`src/rtl/shift_add_mult_seq_if.sv`:
```
// shift_add_mult_seq_if
//   Operand/control and result bundle for the sequential shift-add multiplier.
//   master : drives Run, ClearA_LoadB, S; observes Aval, Bval, X, Busy, Done.
//   slave  : the multiplier side of the same signals.
interface shift_add_mult_seq_if #(
  parameter int WIDTH = 8
) ();
  logic             Run;
  logic             ClearA_LoadB;
  logic [WIDTH-1:0] S;
  logic [WIDTH-1:0] Aval;
  logic [WIDTH-1:0] Bval;
  logic             X;
  logic             Busy;
  logic             Done;

  modport master (
    output Run, ClearA_LoadB, S,
    input  Aval, Bval, X, Busy, Done
  );

  modport slave (
    input  Run, ClearA_LoadB, S,
    output Aval, Bval, X, Busy, Done
  );
endinterface

```
`src/rtl/shift_add_mult_seq.sv`:
```
// shift_add_mult_seq
//   Sequential shift-add multiplier computing S * B. After WIDTH iterations the
//   product high half is in A, the low half in B, and X holds the sign (SIGNED=1)
//   or is cleared (SIGNED=0). An ADD cycle is only spent for each 1 bit of B.
// Ports
//   Clk    in  clock
//   Reset  in  synchronous, active-high reset
//   bus    slave modport: Run, ClearA_LoadB, S in; Aval, Bval, X, Busy, Done out
//
// state | meaning
// IDLE  | waiting; ClearA_LoadB loads B, Run starts a multiply
// ADD   | {X,A} <= A +/- M
// SHIFT | shift {X,A,B} right one place, advance iteration count
// DONE  | result held until Run is released
module shift_add_mult_seq #(
  parameter int WIDTH  = 8,
  parameter bit SIGNED = 1'b1
) (
  input logic               Clk,
  input logic               Reset,
  shift_add_mult_seq_if.slave bus
);

  localparam int CW = (WIDTH > 1) ? $clog2(WIDTH) : 1;
  localparam logic [CW-1:0] LAST = CW'(WIDTH - 1);

  typedef enum logic [1:0] {IDLE, ADD, SHIFT, DONE} state_t;

  state_t           state, state_nx;
  logic [WIDTH-1:0] a_q, b_q, m_q;
  logic             x_q;
  logic [CW-1:0]    cnt;

  logic             last;
  logic             sub;
  logic [WIDTH:0]   a_ext, m_ext, sum;

  assign last  = (cnt == LAST);
  // In two's complement the final multiplier bit carries negative weight.
  assign sub   = SIGNED && last;
  assign a_ext = {(SIGNED ? a_q[WIDTH-1] : 1'b0), a_q};
  assign m_ext = {(SIGNED ? m_q[WIDTH-1] : 1'b0), m_q};
  assign sum   = sub ? (a_ext - m_ext) : (a_ext + m_ext);

  always_ff @(posedge Clk) begin
    if (Reset) state <= IDLE;
    else       state <= state_nx;
  end

  always_comb begin
    state_nx = state;
    unique case (state)
      IDLE:  if (!bus.ClearA_LoadB && bus.Run) state_nx = b_q[0] ? ADD : SHIFT;
      ADD:   state_nx = SHIFT;
      // b_q[1] becomes the next multiplier bit once this shift completes.
      SHIFT: if (last) state_nx = DONE;
             else      state_nx = b_q[1] ? ADD : SHIFT;
      DONE:  if (!bus.Run) state_nx = IDLE;
      default: state_nx = IDLE;
    endcase
  end

  always_ff @(posedge Clk) begin
    if (Reset) begin
      a_q <= '0;
      b_q <= '0;
      m_q <= '0;
      x_q <= 1'b0;
      cnt <= '0;
    end else begin
      unique case (state)
        IDLE: begin
          if (bus.ClearA_LoadB) begin
            a_q <= '0;
            x_q <= 1'b0;
            b_q <= bus.S;
          end else if (bus.Run) begin
            a_q <= '0;
            x_q <= 1'b0;
            m_q <= bus.S;
            cnt <= '0;
          end
        end
        ADD: {x_q, a_q} <= sum;
        SHIFT: begin
          b_q <= {a_q[0], b_q[WIDTH-1:1]};
          a_q <= {x_q, a_q[WIDTH-1:1]};
          if (!SIGNED) x_q <= 1'b0;
          if (!last) cnt <= cnt + CW'(1);
        end
        default: ;
      endcase
    end
  end

  assign bus.Aval = a_q;
  assign bus.Bval = b_q;
  assign bus.X    = x_q;
  assign bus.Busy = (state == ADD) || (state == SHIFT);
  assign bus.Done = (state == DONE);

endmodule
```
`src/flat_wrapper.sv`:
```
// flat-port wrapper written by rule: the top's interface ports become plain ports
module shift_add_mult_seq_flat 
#(
  parameter int WIDTH  = 8,
  parameter bit SIGNED = 1'b1
)
  (Clk, Reset, bus_Run, bus_ClearA_LoadB, bus_S, bus_Aval, bus_Bval, bus_X, bus_Busy, bus_Done);
  shift_add_mult_seq_if #(.WIDTH(WIDTH)) bus_i ();
  input logic Clk;
  input logic Reset;
  input wire logic [$bits(bus_i.Run)-1:0] bus_Run;
  input wire logic [$bits(bus_i.ClearA_LoadB)-1:0] bus_ClearA_LoadB;
  input wire logic [$bits(bus_i.S)-1:0] bus_S;
  output wire logic [$bits(bus_i.Aval)-1:0] bus_Aval;
  output wire logic [$bits(bus_i.Bval)-1:0] bus_Bval;
  output wire logic [$bits(bus_i.X)-1:0] bus_X;
  output wire logic [$bits(bus_i.Busy)-1:0] bus_Busy;
  output wire logic [$bits(bus_i.Done)-1:0] bus_Done;
  assign bus_i.Run = bus_Run;
  assign bus_i.ClearA_LoadB = bus_ClearA_LoadB;
  assign bus_i.S = bus_S;
  assign bus_Aval = bus_i.Aval;
  assign bus_Bval = bus_i.Bval;
  assign bus_X = bus_i.X;
  assign bus_Busy = bus_i.Busy;
  assign bus_Done = bus_i.Done;
  shift_add_mult_seq #(.WIDTH(WIDTH), .SIGNED(SIGNED)) u_core (.Clk(Clk), .Reset(Reset), .bus(bus_i));
endmodule
```
`config.mk`:
```
export PLATFORM = sky130hd
export DESIGN_NAME = shift_add_mult_seq_flat
export DESIGN_NICKNAME = d
export VERILOG_FILES = /design/src/rtl/shift_add_mult_seq_if.sv /design/src/rtl/shift_add_mult_seq.sv /design/src/flat_wrapper.sv
export SDC_FILE = /design/constraint.sdc
export NUM_CORES = 1
export LEC_CHECK = 0
export CORE_MARGIN = 3
export CORE_UTILIZATION = 60
export CTS_BUF_LIST = sky130_fd_sc_hd__clkbuf_8
export CTS_CLUSTER_DIAMETER = 60
export DETAILED_ROUTE_END_ITERATION = 8
export PLACE_DENSITY = 0.9
export SYNTH_ARGS = -nofsm -noshare
export SYNTH_HDL_FRONTEND = slang
export SYNTH_SLANG_ARGS = --single-unit
```
`constraint.sdc`:
```
create_clock -name Clk -period 7.8 [get_ports Clk]
set_clock_uncertainty 0.2 [all_clocks]
set_input_delay 1.56 -clock Clk [delete_from_list [all_inputs] [get_ports Clk]]
set_output_delay 1.56 -clock Clk [all_outputs]
set_load 0.05 [all_outputs]
```
======== After elaboration in Yosys (flattened, before gate mapping) ========
Cells that the tools add are included.
word-level totals
  logic and storage cells ................. 53
  latch bits .............................. 0
  input bits .............................. 12
  ROM bits ................................ 0
  memory bits (writable) .................. 0
  output and inout port bits .............. 19
  memories ................................ 0
  register bits ........................... 30
operators by class
  reduce and logical (&&, ||, !) cells .... 13
  divide/modulo/power cells ............... 0
  add/sub/neg operators ................... 3
  bitwise logic cells ..................... 1
  magnitude comparators ................... 0
  equal/unequal tests ..................... 11
  multiplexer cells ....................... 19
  $mul .................................... 0
  shift operators ......................... 0
operator list
  kind                                                              number
  8-bit two-way mux                                                 3
  8-bit case mux with 3 select lines                                1
  8-bit case mux with 2 select lines                                1
  2-bit two-way mux                                                 5
  2-bit != test (second input constant)                             5
  8-bit by 8-bit adder with 9-bit output                            1
  3-bit two-way mux                                                 3
  9-bit two-way mux                                                 1
  8-bit by 8-bit subtractor with 9-bit output                       1
  2-bit case mux with 4 select lines                                1
  2-bit AND reduction                                               4
  3-bit case mux with 2 select lines                                1
  2-bit == test (second input constant)                             2
  4-bit AND reduction                                               1
  2-bit nonzero test                                                2
  3-bit by 1-bit adder with 3-bit output (second input constant)    1
  3-bit == test (second input constant)                             1
  3-bit != test (second input constant)                             1
  3-bit AND reduction                                               1
  3-bit nonzero test                                                1
  2-bit by 1-bit == test with 1-bit output (second input constant)  1
  2-bit logical NOT                                                 1
  1-bit two-way mux                                                 2
  2-bit by 1-bit != test with 1-bit output (second input constant)  1
  5 further kinds                                                   5

======== Logic depth before layout (Yosys ltp) ========
Gate-level depths: netlist of the first run.
  word-level depth ........................ 4
  mapped depth ............................ 11
  gate-level depth less buffers ........... 10

======== Worst setup path before layout of the first run ========
OpenSTA, ideal clock, no wires.
  path type ............................... input to register
  start point ............................. input port bus_Run
  end point ............................... register u_core.a_q[7], in the netlist u_core.bus.Aval[7]
  data arrival time ....................... 2.462 ns
  library setup time ...................... 0.138 ns
  path buffers ............................ 0
  cell stages on the path ................. 5
  path slack .............................. 4.999 ns
  data required time ...................... 7.462 ns
  cell sequence ........................... nor3b_1 nor2_1 nand4b_1 or2_0 o221ai_1
between the ends
  cells in the longest elaborated chain, start to end .. 2
RTL lines
  element                               RTL line                  text
  start, declared                       flat_wrapper.sv:11        input wire logic [$bits(bus_i.Run)-1:0] bus_Run;
  3-bit != test (no source line)        --
  2-bit AND reduction (no source line)  --
  end signal, assigned                  shift_add_mult_seq.sv:84  ADD: {x_q, a_q} <= sum;
  end signal, assigned                  shift_add_mult_seq.sv:87  a_q <= {x_q, a_q[WIDTH-1:1]};
  end, declared                         shift_add_mult_seq.sv:30  logic [WIDTH-1:0] a_q, b_q, m_q;
Every way passes these cells.
A chain may end at the register's enable or synchronous reset.

======== Worst setup path after layout of the first run ========
  start point ............................. register u_core.state[1]
  end point ............................... output port bus_Busy
between the ends
  cells in the longest elaborated chain, start to end .. 2
  elaborated cells between the ends (all ways) .. 3
  those cells by class .................... eq/ne (2); reduce/logical (1)
RTL lines
  element                                                                    RTL line                  text
  start, declared                                                            shift_add_mult_seq.sv:29  state_t state, state_nx;
  start signal, assigned                                                     shift_add_mult_seq.sv:47  else state <= state_nx;
  2-bit by 1-bit == test with 1-bit output or 2-bit == test (tied branches)  shift_add_mult_seq.sv:99  assign bus.Busy = (state == ADD) || (state == SHIFT);
  1-bit logical OR *                                                         shift_add_mult_seq.sv:99
  end, declared                                                              flat_wrapper.sv:17        output wire logic [$bits(bus_i.Busy)-1:0] bus_Busy;
Mark *: on every way between the ends. The rest lies on a longest branch, timed or not.

==> results of run 1 <==
-- flip-flops by register name (all words and copies together) (netlist names) --
name             count
u_core.state         2
u_core.bus.Bval      8
u_core.bus.X         1
u_core.cnt           3
u_core.bus.Aval      8
u_core.m_q           8
-- critical path, cell delays in order (launching register included) --
cell	delay, ns
sky130_fd_sc_hd__dfxtp_1	0.38
sky130_fd_sc_hd__inv_1	0.09
sky130_fd_sc_hd__ha_1	0.44
sky130_fd_sc_hd__clkdlybuf4s50_1	0.86
-- synth_stat cells, types with 2 or more instances --
library cell	count
sky130_fd_sc_hd__a21oi_1	18
sky130_fd_sc_hd__a21o_1	2
sky130_fd_sc_hd__nand3_1	8
sky130_fd_sc_hd__nor2b_1	3
sky130_fd_sc_hd__ha_1	15
sky130_fd_sc_hd__nand2b_1	3
sky130_fd_sc_hd__nor3_1	5
sky130_fd_sc_hd__xnor2_1	8
sky130_fd_sc_hd__nand3b_1	3
sky130_fd_sc_hd__o21ai_0	14
sky130_fd_sc_hd__nor2_1	28
sky130_fd_sc_hd__clkbuf_1	4
sky130_fd_sc_hd__buf_2	3
sky130_fd_sc_hd__buf_1	3
sky130_fd_sc_hd__inv_1	14
sky130_fd_sc_hd__a31oi_1	3
sky130_fd_sc_hd__dfxtp_1	30
sky130_fd_sc_hd__nand2_1	9
sky130_fd_sc_hd__mux2i_1	19
sky130_fd_sc_hd__a211oi_1	11
sky130_fd_sc_hd__xor2_1	2
-- metrics by stage --
| stage | worst slack, ns | instance area (um2) | hold slack (ns) | total power [mW] | std cells |
|---|---|---|---|---|---|
| final | 3.98 | 2380 | 0.287 | 0.847 | 304 |
| after floorplan | 5.00 | 1950 | 0.253 | 0.585 | 231 |
| after detailed placement | 4.30 | 2270 | 0.283 | 0.693 | 296 |
| after CTS | 3.97 | 2380 | 0.292 | 0.848 | 304 |
| after global placement | 4.35 | 2270 | 0.274 | 0.687 | 296 |
| after global routing | 3.89 | 2380 | 0.328 | 0.906 | 304 |
-- cell usage in the layout, fill, tap and decap left out, types with 2 or more instances in the layout --
cell type,count
sky130_fd_sc_hd__a211oi_1,11
sky130_fd_sc_hd__a21o_1,2
sky130_fd_sc_hd__a21oi_1,18
sky130_fd_sc_hd__a31oi_1,3
sky130_fd_sc_hd__clkbuf_8,5
sky130_fd_sc_hd__clkdlybuf4s50_1,30
sky130_fd_sc_hd__dfxtp_1,30
sky130_fd_sc_hd__ha_1,15
sky130_fd_sc_hd__inv_1,16
sky130_fd_sc_hd__mux2i_1,19
sky130_fd_sc_hd__nand2_1,9
sky130_fd_sc_hd__nand2b_1,3
sky130_fd_sc_hd__nand3_1,8
sky130_fd_sc_hd__nand3b_1,3
sky130_fd_sc_hd__nor2_1,28
sky130_fd_sc_hd__nor2b_1,3
sky130_fd_sc_hd__nor3_1,5
sky130_fd_sc_hd__o21ai_0,14
sky130_fd_sc_hd__xnor2_1,8
sky130_fd_sc_hd__xor2_1,2
-- logic make-up after synthesis --
group / share of synthesized area
buf+inv: 0.0481
flops: 0.308
xor+xnor: 0.0449
fa+ha+maj: 0.107
compound gates: 0.214
simple gates: 0.180
mux: 0.0976
-- per-layer routing --
layer | routed length, um | GRT usage | part of all wire
met3 | 211 | 0.0629 | 0.047
met2 | 2160 | 0.423 | 0.49
met4 | 51 | 0.0854 | 0.011
met1 | 2030 | 0.278 | 0.46
met5 | 0 | 0 | 0
-- area by class of cell --
class,instances,area share
inverter,14,0.0221
clock buffer,5,0.0289
sequential,30,0.253
timing repair buffer,31,0.129
multi-input combinational,177,0.528
tap,44,0.0232
clock inverter,3,0.0158
-- power by group through the flow --
stage               clock [mW]  sequential, mW  combinational [mW]
finish                   0.150           0.215               0.482
global route             0.160           0.219               0.527
CTS                      0.153           0.214               0.481
detailed placement           0           0.217               0.476
global placement             0           0.215               0.471
floorplan                    0           0.276               0.309
-- worst min-delay path by stage --
stage | start | to | slack (ns) | cells after the start
after global routing | u_core.cnt[2]$_SDFFE_PP0P_ | u_core.cnt[2]$_SDFFE_PP0P_ | 0.33 | 2
final | u_core.cnt[2]$_SDFFE_PP0P_ | u_core.cnt[2]$_SDFFE_PP0P_ | 0.29 | 2
after floorplan | u_core.cnt[1]$_SDFFE_PP0P_ | u_core.cnt[1]$_SDFFE_PP0P_ | 0.25 | 2
after CTS | u_core.cnt[2]$_SDFFE_PP0P_ | u_core.cnt[2]$_SDFFE_PP0P_ | 0.29 | 2
after detailed placement | u_core.cnt[2]$_SDFFE_PP0P_ | u_core.cnt[2]$_SDFFE_PP0P_ | 0.28 | 2
after global placement | u_core.cnt[2]$_SDFFE_PP0P_ | u_core.cnt[2]$_SDFFE_PP0P_ | 0.27 | 2
==> reports/results.env, run 1 <==
CRITPATHLAUNCHTYPE='flop'
REQUIRED_NS=6.04
HOLD_PATH_CLASS='flop to flop'
REG2REG_FROM='u_core.cnt[0]$_SDFFE_PP0P_'
DETAILED_PLACE_HPWL_UM=3280
DRC=0
CP.ARRIVAL_NS=2.06
FINALWIRELENGTH_UM=4450
SYNTHTOPCELLSBYAREA='sky130_fd_sc_hd__dfxtp_1 31%, sky130_fd_sc_hd__mux2i_1 9.8%, sky130_fd_sc_hd__ha_1 9.6%, sky130_fd_sc_hd__nor2_1 5.4%, sky130_fd_sc_hd__a21oi_1 4.6%'
CLOCK_TREE.BUFFER_DEPTH=2
MAXCAPVIOLCOUNT=0
TRITONCTS_CLOCK_TREE='done'
TOTAL_CLOCK_BUFFERS_CREATED_BY_CTS=5
CLOCK_SINK_COUNT=30
CRITPATHLAUNCH='u_core.state[1]$_SDFFE_PP0P_'
SYN-NUM-NETS=259
DRT-WIRELENGTH-PER-CELL_UM=14.6
AVGSYNTHCELLAREA_UM2=8.44
POST-SYNTH-TOP-AREA-CELL='sky130_fd_sc_hd__dfxtp_1'
WORST-R2R-SETUP-SLACK_NS=4.75
MAPPEDNETLISTAREA_UM2=1950
FINAL_HOLD_VIOL_COUNT=0
ANTENNADIODECOUNT=0
POSTCTSHOLDBUFS=0
ASYNC_RESET_FF_FRAC=0
GRT_OVERFLOW=0
MAXSLEWVIOLCOUNT=0
WORST-R2R-CELL-COUNT=9
SETUP_VIOLATIONS=0
FINAL_NETS=287
FINAL.FILL_COUNT=227
AREA.SEQUENTIAL_UM2=601
POSTCTSSETUPREPAIRBUFS=0
CORE_AREA_UM2=3080
DIE_SPAN_Y_UM=63
VDD_DROP_MAX_mV=0.188
ANTENNA_FOUND_INITIAL=0
DIEWIDTH_UM=63
CLOCK_INSERTION_DELAY_WORST_SKEW_NS=0.28
GRT_PASS1_WL_UM=7590
CRIT_PATH_MAX_FANOUT=9
NETLIST_INSTANCES=231
FIRST_GLOBAL_VIAS=1695
TOTAL_SWITCHING_POWER_mW=0.383
CRITICAL_PATH_CLASS='flop to output port'
END_OF_THE_WORST_REGISTER_TO_REGISTER_PATH='u_core.bus.Aval[3]$_SDFFE_PP0P_'
ANTENNA_VIOLATING_NETS_POST_ROUTE=0
CTS_RESIZED=0
DR_PASS1_ITERATIONS=4
CLK_ROOT_BUFFER_CELL='sky130_fd_sc_hd__clkbuf_8'
MULTIINPUTGATEAREA_UM2=1250
WORSTSETUPENDPOINTTYPE='output port'
PART_OF_THE_YOSYS_AREA_USED_FOR_SEQUENTIAL_ELEMENTS=0.308
SLEW_HEADROOM=0.317
WORSTSETUPENDPOINT='bus_Busy'
LEAKAGEPOWER_nW=0.934
GRT_USAGE=0.240
TOP_LEVEL_PORTS=31
TIGHTESTPINTRANSITION_NS=1.03
SYNTHTOLAYOUTAREAGROWTH_PCT=22.0
DRT_ITER0_MARKERS=105
PWR_DENSITY_CELL_nW_PER_UM2=356
PIN_COUNT_OF_THE_BIGGEST_NET_ENTERING_GLOBAL_ROUTING=34
PATH_CLK_SLEW_NS=0.06
SETUP_TOTAL_NEG_SLACK_NS=0
TIMING.FMAX_GHz=0.261
H_TREE_DEPTH_REPORTED_BY_CTS=2
PLACE.GP.CONGESTION=0.885
P_SW_FRAC=0.453
VIAS=1758
SEQUENTIALPOWERSHARE=0.254
POWER.SHARE.CLOCK=0.177
YS_TYPES=47
DIE_AREA_UM2=3970
FINALCRITPERIODSHARE=0.490
YS_FF_LATCH=30
POWER.INTERNAL_mW=0.463
SYNTH_FF_TYPE='sky130_fd_sc_hd__dfxtp_1'
SYNTH_EDF_COUNT=0
AVGVIACOUNTPERCELL=5.78
POWER_FRAC_COMB=0.569
FINALCOREUTILIZATION=0.772
UNREPAIRED_SETUP_ENDPOINTS_AFTER_GLOBAL_ROUTING='false'
POST-ROUTE-MIN-PERIOD_NS=3.82
NUM_ROWS=20
NUMPORTBUFFERS=30
FINAL_LAYOUT_SIZE_SUFFIX_GT1_FRAC=0.0462
SYNTH_TOP_CELL_AREA_SHARE=0.308
OUTCOME='finished, final reports clean'
YS_WARN_COUNT=0
FLOORPLAN.INITIALDENSITY=0.633
No activity file was read; power rests on OpenSTA's default activity.
==> inputs of run 2 (changes only) <==
--- a/config.mk
+++ b/config.mk
@@ -6,11 +6,11 @@
 export NUM_CORES = 1
 export LEC_CHECK = 0
 export CORE_MARGIN = 3
-export CORE_UTILIZATION = 60
+export CORE_UTILIZATION = 50
 export CTS_BUF_LIST = sky130_fd_sc_hd__clkbuf_8
 export CTS_CLUSTER_DIAMETER = 60
 export DETAILED_ROUTE_END_ITERATION = 8
-export PLACE_DENSITY = 0.9
+export PLACE_DENSITY = 0.8
 export SYNTH_ARGS = -nofsm -noshare
 export SYNTH_HDL_FRONTEND = slang
 export SYNTH_SLANG_ARGS = --single-unit
==> constraint.sdc (replaced) <==
create_clock -name Clk -period 3.3 [get_ports Clk]
set_clock_uncertainty 0.2 [all_clocks]
set_input_delay 0.66 -clock Clk [delete_from_list [all_inputs] [get_ports Clk]]
set_output_delay 0.66 -clock Clk [all_outputs]
set_load 0.05 [all_outputs]
==> run 2 against run 1 <==
  * Sequential power up 130%
  * Routed wire length up 0.45%
  * Final cell count up 1.3%
  * Flip-flop and latch count unchanged
  * Sequential share of layout area down 0.20 points
  * Combinational power up 140%
  * Non-clock buffer count up 1
  * Register-to-register slack worse by 4.4 ns
  * Critical endpoint unchanged
  * Largest cell class unchanged
==> reports/results.env, run 2 (synthesis results as in run 1) <==
POSTCTSHOLDBUFS=0  # unchanged
LEADING_CELL_TYPES_IN_THE_LAYOUT_FILL_AND_TAPS_EXCLUDED='30 x sky130_fd_sc_hd__clkdlybuf4s50_1, 30 x sky130_fd_sc_hd__dfxtp_1, 28 x sky130_fd_sc_hd__nor2_1, 19 x sky130_fd_sc_hd__mux2i_1, 18 x sky130_fd_sc_hd__a21oi_1'
MAXCAPVIOLCOUNT=0  # unchanged
POSTCTSSETUPREPAIRBUFS=0  # unchanged
GRT_PASS1_WL_UM=7430  # -2.1%
WORST-R2R-CELL-COUNT=9  # unchanged
FLOORPLAN.INITIALDENSITY=0.525  # -0.109
GRT_USAGE=0.214  # -0.0268
SETUP_TOTAL_NEG_SLACK_NS=0  # unchanged
SLEW_HEADROOM=0.621  # +0.304
DP_WORST_SETUP_SLACK_NS=0.394  # -3.90 ns
DRT_ITER0_MARKERS=130  # +24%
CRITPATHLAUNCH='u_core.state[1]$_SDFFE_PP0P_'
VIAS=1762  # +0.23%
CLOCK_TREE.BUFFER_DEPTH=2  # unchanged
SYNTHTOLAYOUTAREAGROWTH_PCT=22.9
AVGVIACOUNTPERCELL=5.72  # -1.1%
FINAL_HOLD_VIOL_COUNT=0  # unchanged
CRITPATHLAUNCHTYPE='flop'
WORSTSETUPENDPOINT='bus_Busy'
DRT-WIRELENGTH-PER-CELL_UM=14.5  # -0.85%
CORE_AREA_UM2=3720  # +21%
REG2REG_FROM='u_core.cnt[0]$_SDFFE_PP0P_'
OUTCOME='finished, final reports clean'
MAXSLEWVIOLCOUNT=0  # unchanged
WORST_SLACK_NS=0.340  # -3.64 ns
TRITONCTS_CLOCK_TREE='done'
NUM_ROWS=22  # +10%
TIMING.FMAX_GHz=0.338
FIRST_GLOBAL_VIAS=1597  # -5.8%
END_OF_THE_WORST_REGISTER_TO_REGISTER_PATH='u_core.bus.X$_SDFFE_PP0P_'
LEAKAGEPOWER_nW=0.936  # +0.19%
PLACE.GP.CONGESTION=0.939  # +6.2%
CLOCK_INSERTION_DELAY_WORST_SKEW_NS=0.29  # about the same
SETUP_VIOLATIONS=0  # unchanged
TOP_LEVEL_PORTS=31  # unchanged
DETAILED_PLACE_HPWL_UM=3310  # +0.94%
H_TREE_DEPTH_REPORTED_BY_CTS=2  # unchanged
PIN_COUNT_OF_THE_BIGGEST_NET_ENTERING_GLOBAL_ROUTING=33  # -2.9%
TOTAL_CLOCK_BUFFERS_CREATED_BY_CTS=5  # unchanged
WORSTSETUPENDPOINTTYPE='output port'
DIE_AREA_UM2=4680  # +18%
FINAL_NETS=288  # +0.35%
REQUIRED_NS=2.44  # -3.60 ns
ANTENNADIODECOUNT=0  # unchanged
NUMPORTBUFFERS=30  # unchanged
GRT_OVERFLOW=0  # unchanged
FINALWIRELENGTH_UM=4470  # +0.45%
UNREPAIRED_SETUP_ENDPOINTS_AFTER_GLOBAL_ROUTING='false'
FINAL_LAYOUT_SIZE_SUFFIX_GT1_FRAC=0.0538  # +0.00769
DR_PASS1_ITERATIONS=4  # unchanged
DRC=0  # unchanged
DIEWIDTH_UM=68.4  # +8.6%
PWR_DENSITY_CELL_nW_PER_UM2=851  # +140%
POST-ROUTE-MIN-PERIOD_NS=2.96
CRIT_PATH_MAX_FANOUT=9  # unchanged
ANTENNA_FOUND_INITIAL=0  # unchanged
ANTENNA_VIOLATING_NETS_POST_ROUTE=0  # unchanged
TIGHTESTPINTRANSITION_NS=0.568  # -0.457 ns
FINALCRITPERIODSHARE=0.897
DIE_SPAN_Y_UM=68.4  # +8.6%
CTS_RESIZED=0  # unchanged
WORST-R2R-SETUP-SLACK_NS=0.34  # -4.41 ns
CLOCK_SINK_COUNT=30  # unchanged
HOLD_PATH_CLASS='flop to flop'
CP.ARRIVAL_NS=2.10  # +0.04 ns
PATH_CLK_SLEW_NS=0.07  # about the same
CRITICAL_PATH_CLASS='flop to output port'
VDD_DROP_MAX_mV=0.419  # +120%
CLK_ROOT_BUFFER_CELL='sky130_fd_sc_hd__clkbuf_8'
run 2: layer usage:
layer,share of wire,vias up,wire length (um),global-route usage
li1,-,890,-,-
met1,0.46,813,2050,0.279
met2,0.48,53,2150,0.341
met3,0.048,6,215,0.0558
met4,0.011,0,49,0.0670
met5,0,-,0,0
run 2: through the flow:
| stage | area [um2] | cells | utilization | total power [mW] | hold slack [ns] |
|---|---|---|---|---|---|
| finish | 2400 | 308 | 0.645 | 2.04 | 0.293 |
| global route | 2400 | 308 | 0.645 | 2.18 | 0.323 |
| CTS | 2400 | 308 | 0.645 | 2.04 | 0.290 |
| detailed placement | 2280 | 301 | 0.614 | 1.66 | 0.279 |
| global placement | 2280 | 301 | 0.614 | 1.64 | 0.269 |
| floorplan | 1950 | 231 | - | 1.38 | 0.253 |
run 2: area by class of cell:
| cell class | instances | area, um2 |
|---|---|---|
| fill | 342 | 1320 |
| multi-input combinational | 177 | 1250 |
| sequential | 30 | 601 |
| timing repair buffer | 32 | 315 |
| clock buffer | 6 | 82.6 |
| tap | 48 | 60.1 |
| inverter | 14 | 52.6 |
| clock inverter | 1 | 30.0 |
run 2: worst min path at each step:
stage	start	endpoint	slack (ns)	depth (start not counted)
5_1_grt	u_core.cnt[2]$_SDFFE_PP0P_	u_core.cnt[2]$_SDFFE_PP0P_	0.32	2
3_5_place_dp	u_core.cnt[1]$_SDFFE_PP0P_	u_core.cnt[1]$_SDFFE_PP0P_	0.28	2
3_3_place_gp	u_core.cnt[1]$_SDFFE_PP0P_	u_core.cnt[1]$_SDFFE_PP0P_	0.27	2
6_report	u_core.cnt[1]$_SDFFE_PP0P_	u_core.cnt[1]$_SDFFE_PP0P_	0.29	2
2_1_floorplan	u_core.cnt[1]$_SDFFE_PP0P_	u_core.cnt[1]$_SDFFE_PP0P_	0.25	2
4_1_cts	u_core.cnt[1]$_SDFFE_PP0P_	u_core.cnt[1]$_SDFFE_PP0P_	0.29	2
run 2: report_power, final:
| part | total [mW] | internal (mW) | switching (mW) |
|---|---|---|---|
| Sequential | 0.504 | 0.433 | 0.0708 |
| Clock | 0.380 | 0.241 | 0.139 |
| Combinational | 1.16 | 0.448 | 0.707 |
run 2: worst max-delay path, stage by stage, from the launching register on:
cell and delay, ns:
sky130_fd_sc_hd__dfxtp_1 0.38, sky130_fd_sc_hd__inv_1 0.08, sky130_fd_sc_hd__ha_1 0.48, sky130_fd_sc_hd__clkdlybuf4s50_1 0.87
==> inputs of run 3 (changes only) <==
--- a/config.mk
+++ b/config.mk
@@ -6,11 +6,12 @@
 export NUM_CORES = 1
 export LEC_CHECK = 0
 export CORE_MARGIN = 3
-export CORE_UTILIZATION = 50
-export CTS_BUF_LIST = sky130_fd_sc_hd__clkbuf_8
+export CORE_UTILIZATION = 48
+export CTS_BUF_LIST = sky130_fd_sc_hd__clkbuf_4 sky130_fd_sc_hd__clkbuf_8 sky130_fd_sc_hd__clkbuf_16
 export CTS_CLUSTER_DIAMETER = 60
 export DETAILED_ROUTE_END_ITERATION = 8
-export PLACE_DENSITY = 0.8
+export GPL_ROUTABILITY_DRIVEN = 0
+export PLACE_DENSITY = 0.78
 export SYNTH_ARGS = -nofsm -noshare
 export SYNTH_HDL_FRONTEND = slang
 export SYNTH_SLANG_ARGS = --single-unit
==> run 3 against run 2 <==
  * Hold slack got worse by 0.011 ns
  * Global-route usage decreased by 1.7 points
  * Highest routed layer unchanged
  * Routed wire length increased by 0.58%
  * Final cell count increased by 0.32%
  * Register-to-register slack about the same
  * Via count decreased by 0.85%
  * First-iteration DRC count increased by 6.9%
  * Sequential share of layout area increased by 0.18 points
  * Combinational power about the same
  * Power decreased by 3.1%
  * Largest cell class unchanged
  * Core utilization decreased by 1.9 points
==> reports/results.env, run 3 (synthesis results as in run 1) <==
OUTCOME='finished, final reports clean'
CLK_ROOT_BUFFER_CELL='sky130_fd_sc_hd__clkbuf_8'
CRITICAL_PATH_BUF_INV_COUNT=2  # unchanged
FIRST_GLOBAL_VIAS=1668  # +4.4%
WORSTPATHCELLLIST='inv_1 -> ha_1 -> clkdlybuf4s50_1'
TIMING.FMAX_GHz=0.335  # -0.87%
SETUP_TOTAL_NEG_SLACK_NS=0  # unchanged
CRIT_PATH_MAX_FANOUT=9  # unchanged
DRT_ITER0_MARKERS=139  # +6.9%
PLACED_CELLS_INCL_TAPS=301  # unchanged
CLOCK_SINK_COUNT=30  # unchanged
NUM_ROWS=22  # unchanged
MAXSLEWVIOLCOUNT=0  # unchanged
CLOCK_TREE.BUFFER_DEPTH=2  # unchanged
FLOORPLAN.INITIALDENSITY=0.513  # -0.0114
ANTENNA_VIOLATING_NETS_POST_ROUTE=0  # unchanged
LEAKAGEPOWER_nW=0.926  # -1.1%
H_TREE_DEPTH_REPORTED_BY_CTS=2  # unchanged
PATH_CLK_SLEW_NS=0.07  # about the same
CRIT_FAMILY='buffers and inverters'
DIEWIDTH_UM=69.7  # +1.9%
FINAL.HOLD.WORST_SLACK_NS=0.282  # -0.0109 ns
POSTCTSSETUPREPAIRBUFS=0  # unchanged
CLOCK_INSERTION_DELAY_WORST_SKEW_NS=0.29  # about the same
CP.ARRIVAL_NS=2.13  # +0.03 ns
FINAL.FILL_COUNT=342  # unchanged
VDD_DROP_MAX_mV=0.479  # +14%
DR_PASS1_ITERATIONS=4  # unchanged
FINALINSTANCEAREA_UM2=2380  # -0.73%
CORE_AREA_UM2=3800  # +2.2%
WORSTSETUPENDPOINTTYPE='output port'
DETAILED_PLACE_HPWL_UM=3350  # +1.2%
ANTENNADIODECOUNT=0  # unchanged
REQUIRED_NS=2.44  # about the same
FINALCRITPERIODSHARE=0.905  # +0.00785
DIE_AREA_UM2=4860  # +3.8%
NUMPORTBUFFERS=30  # unchanged
AVGVIACOUNTPERCELL=5.65  # -1.2%
MAXCAPVIOLCOUNT=0  # unchanged
ANTENNA_FOUND_INITIAL=0  # unchanged
FINAL_CELL_COUNT_NO_FILL=309  # +0.32%
GRT_OVERFLOW=0  # unchanged
SLEW_HEADROOM=0.661  # +0.0405
HOLD_PATH_CLASS='flop to flop'
DRC=0  # unchanged
PWR_DENSITY_CELL_nW_PER_UM2=831  # -2.4%
TRITONCTS_CLOCK_TREE='done'
CRITICAL_PATH.MAX_STAGE_DELAY_NS=0.88  # about the same
DRT-WIRELENGTH-PER-CELL_UM=14.5  # +0.26%
UNREPAIRED_SETUP_ENDPOINTS_AFTER_GLOBAL_ROUTING='false'
FINAL_LAYOUT_SIZE_SUFFIX_GT1_FRAC=0.0575  # +0.00363
TOP_LEVEL_PORTS=31  # unchanged
CRITPATHLAUNCHTYPE='flop'
DIE_SPAN_Y_UM=69.7  # +1.9%
FINAL_HOLD_VIOL_COUNT=0  # unchanged
VIAS=1747  # -0.85%
TOTAL_CLOCK_BUFFERS_CREATED_BY_CTS=5  # unchanged
GRT_PASS1_WL_UM=7770  # +4.5%
CRITPATHSLOWESTCELL='sky130_fd_sc_hd__clkdlybuf4s50_1'
POSTCTSHOLDBUFS=0  # unchanged
CRITICAL_PATH_CLASS='flop to output port'
FINALWIRELENGTH_UM=4490  # +0.58%
FINAL_NETS=288  # unchanged
TIGHTESTPINTRANSITION_NS=0.507  # -0.0609 ns
SETUP_VIOLATIONS=0  # unchanged
CTS_RESIZED=0  # unchanged
PIN_COUNT_OF_THE_BIGGEST_NET_ENTERING_GLOBAL_ROUTING=33  # unchanged
PLACEDINSTANCEAREA_UM2=2280  # unchanged
SYNTHTOLAYOUTAREAGROWTH_PCT=22.0
POST-ROUTE-MIN-PERIOD_NS=2.99  # +0.0259 ns
LEADING_CELL_TYPES_IN_THE_LAYOUT_FILL_AND_TAPS_EXCLUDED='30 x sky130_fd_sc_hd__clkdlybuf4s50_1, 30 x sky130_fd_sc_hd__dfxtp_1, 28 x sky130_fd_sc_hd__nor2_1, 19 x sky130_fd_sc_hd__mux2i_1, 18 x sky130_fd_sc_hd__a21oi_1'
GRT_USAGE=0.197  # -0.0169
[run 3: cell count changes in the layout (fill, tap and decap cells not counted)]
cell                         previous run  this run
sky130_fd_sc_hd__clkinvlp_4             0         1
sky130_fd_sc_hd__clkinv_2               0         1
sky130_fd_sc_hd__bufinv_16              1         0
[run 3: metrics by stage]
stage,power [mW],worst slack (ns),util
after global placement,1.64,0.451,0.601
after global routing,2.12,0.0699,0.626
after detailed placement,1.66,0.355,0.601
after floorplan,1.38,0.647,-
after CTS,1.98,0.312,0.626
final,1.98,0.314,0.626
[run 3: worst paths after layout]
kind | startpoint | endpoint | slack, ns | cells after the start
setup reg to reg | u_core.cnt[0]$_SDFFE_PP0P_ | u_core.bus.X$_SDFFE_PP0P_ | 0.33 | 9
setup / recovery | u_core.state[1]$_SDFFE_PP0P_ | bus_Busy | 0.31 | 3
hold reg to reg | u_core.cnt[2]$_SDFFE_PP0P_ | u_core.cnt[2]$_SDFFE_PP0P_ | 0.28 | 2
hold / removal | u_core.cnt[2]$_SDFFE_PP0P_ | u_core.cnt[2]$_SDFFE_PP0P_ | 0.28 | 2
[run 3: area by class of cell]
type,count,area [um2],share of cell area
flip-flops and latches,30,601,0.252
repair buffers,32,315,0.133
inverters,14,52.6,0.0221
clock buffers,6,82.6,0.0347
clock inverters,2,12.5,0.00526
well taps,48,60.1,0.0252
multi-input cells,177,1250,0.528
[run 3: routing by layer]
metal	part of all wire	routed length, um	track usage	vias up
met5	0	0	0	-
met4	0.014	65	0.0766	0
met3	0.051	229	0.0565	5
met2	0.46	2050	0.302	42
met1	0.48	2150	0.260	800
li1	-	-	-	900
[run 3: report_power, final]
group          switching, mW  internal (mW)
Clock                  0.151          0.167
Combinational          0.703          0.447
Sequential            0.0746          0.433
[run 3: worst reg2reg max path: stages, from the launching register on]
cell	delay [ns]
sky130_fd_sc_hd__dfxtp_1	0.36
sky130_fd_sc_hd__ha_1	0.16
sky130_fd_sc_hd__ha_1	0.41
sky130_fd_sc_hd__mux2i_1	0.22
sky130_fd_sc_hd__fa_1	0.48
sky130_fd_sc_hd__a211oi_1	0.36
sky130_fd_sc_hd__o21ai_0	0.15
sky130_fd_sc_hd__a31oi_1	0.24
sky130_fd_sc_hd__xnor2_1	0.11
sky130_fd_sc_hd__o41ai_2	0.19
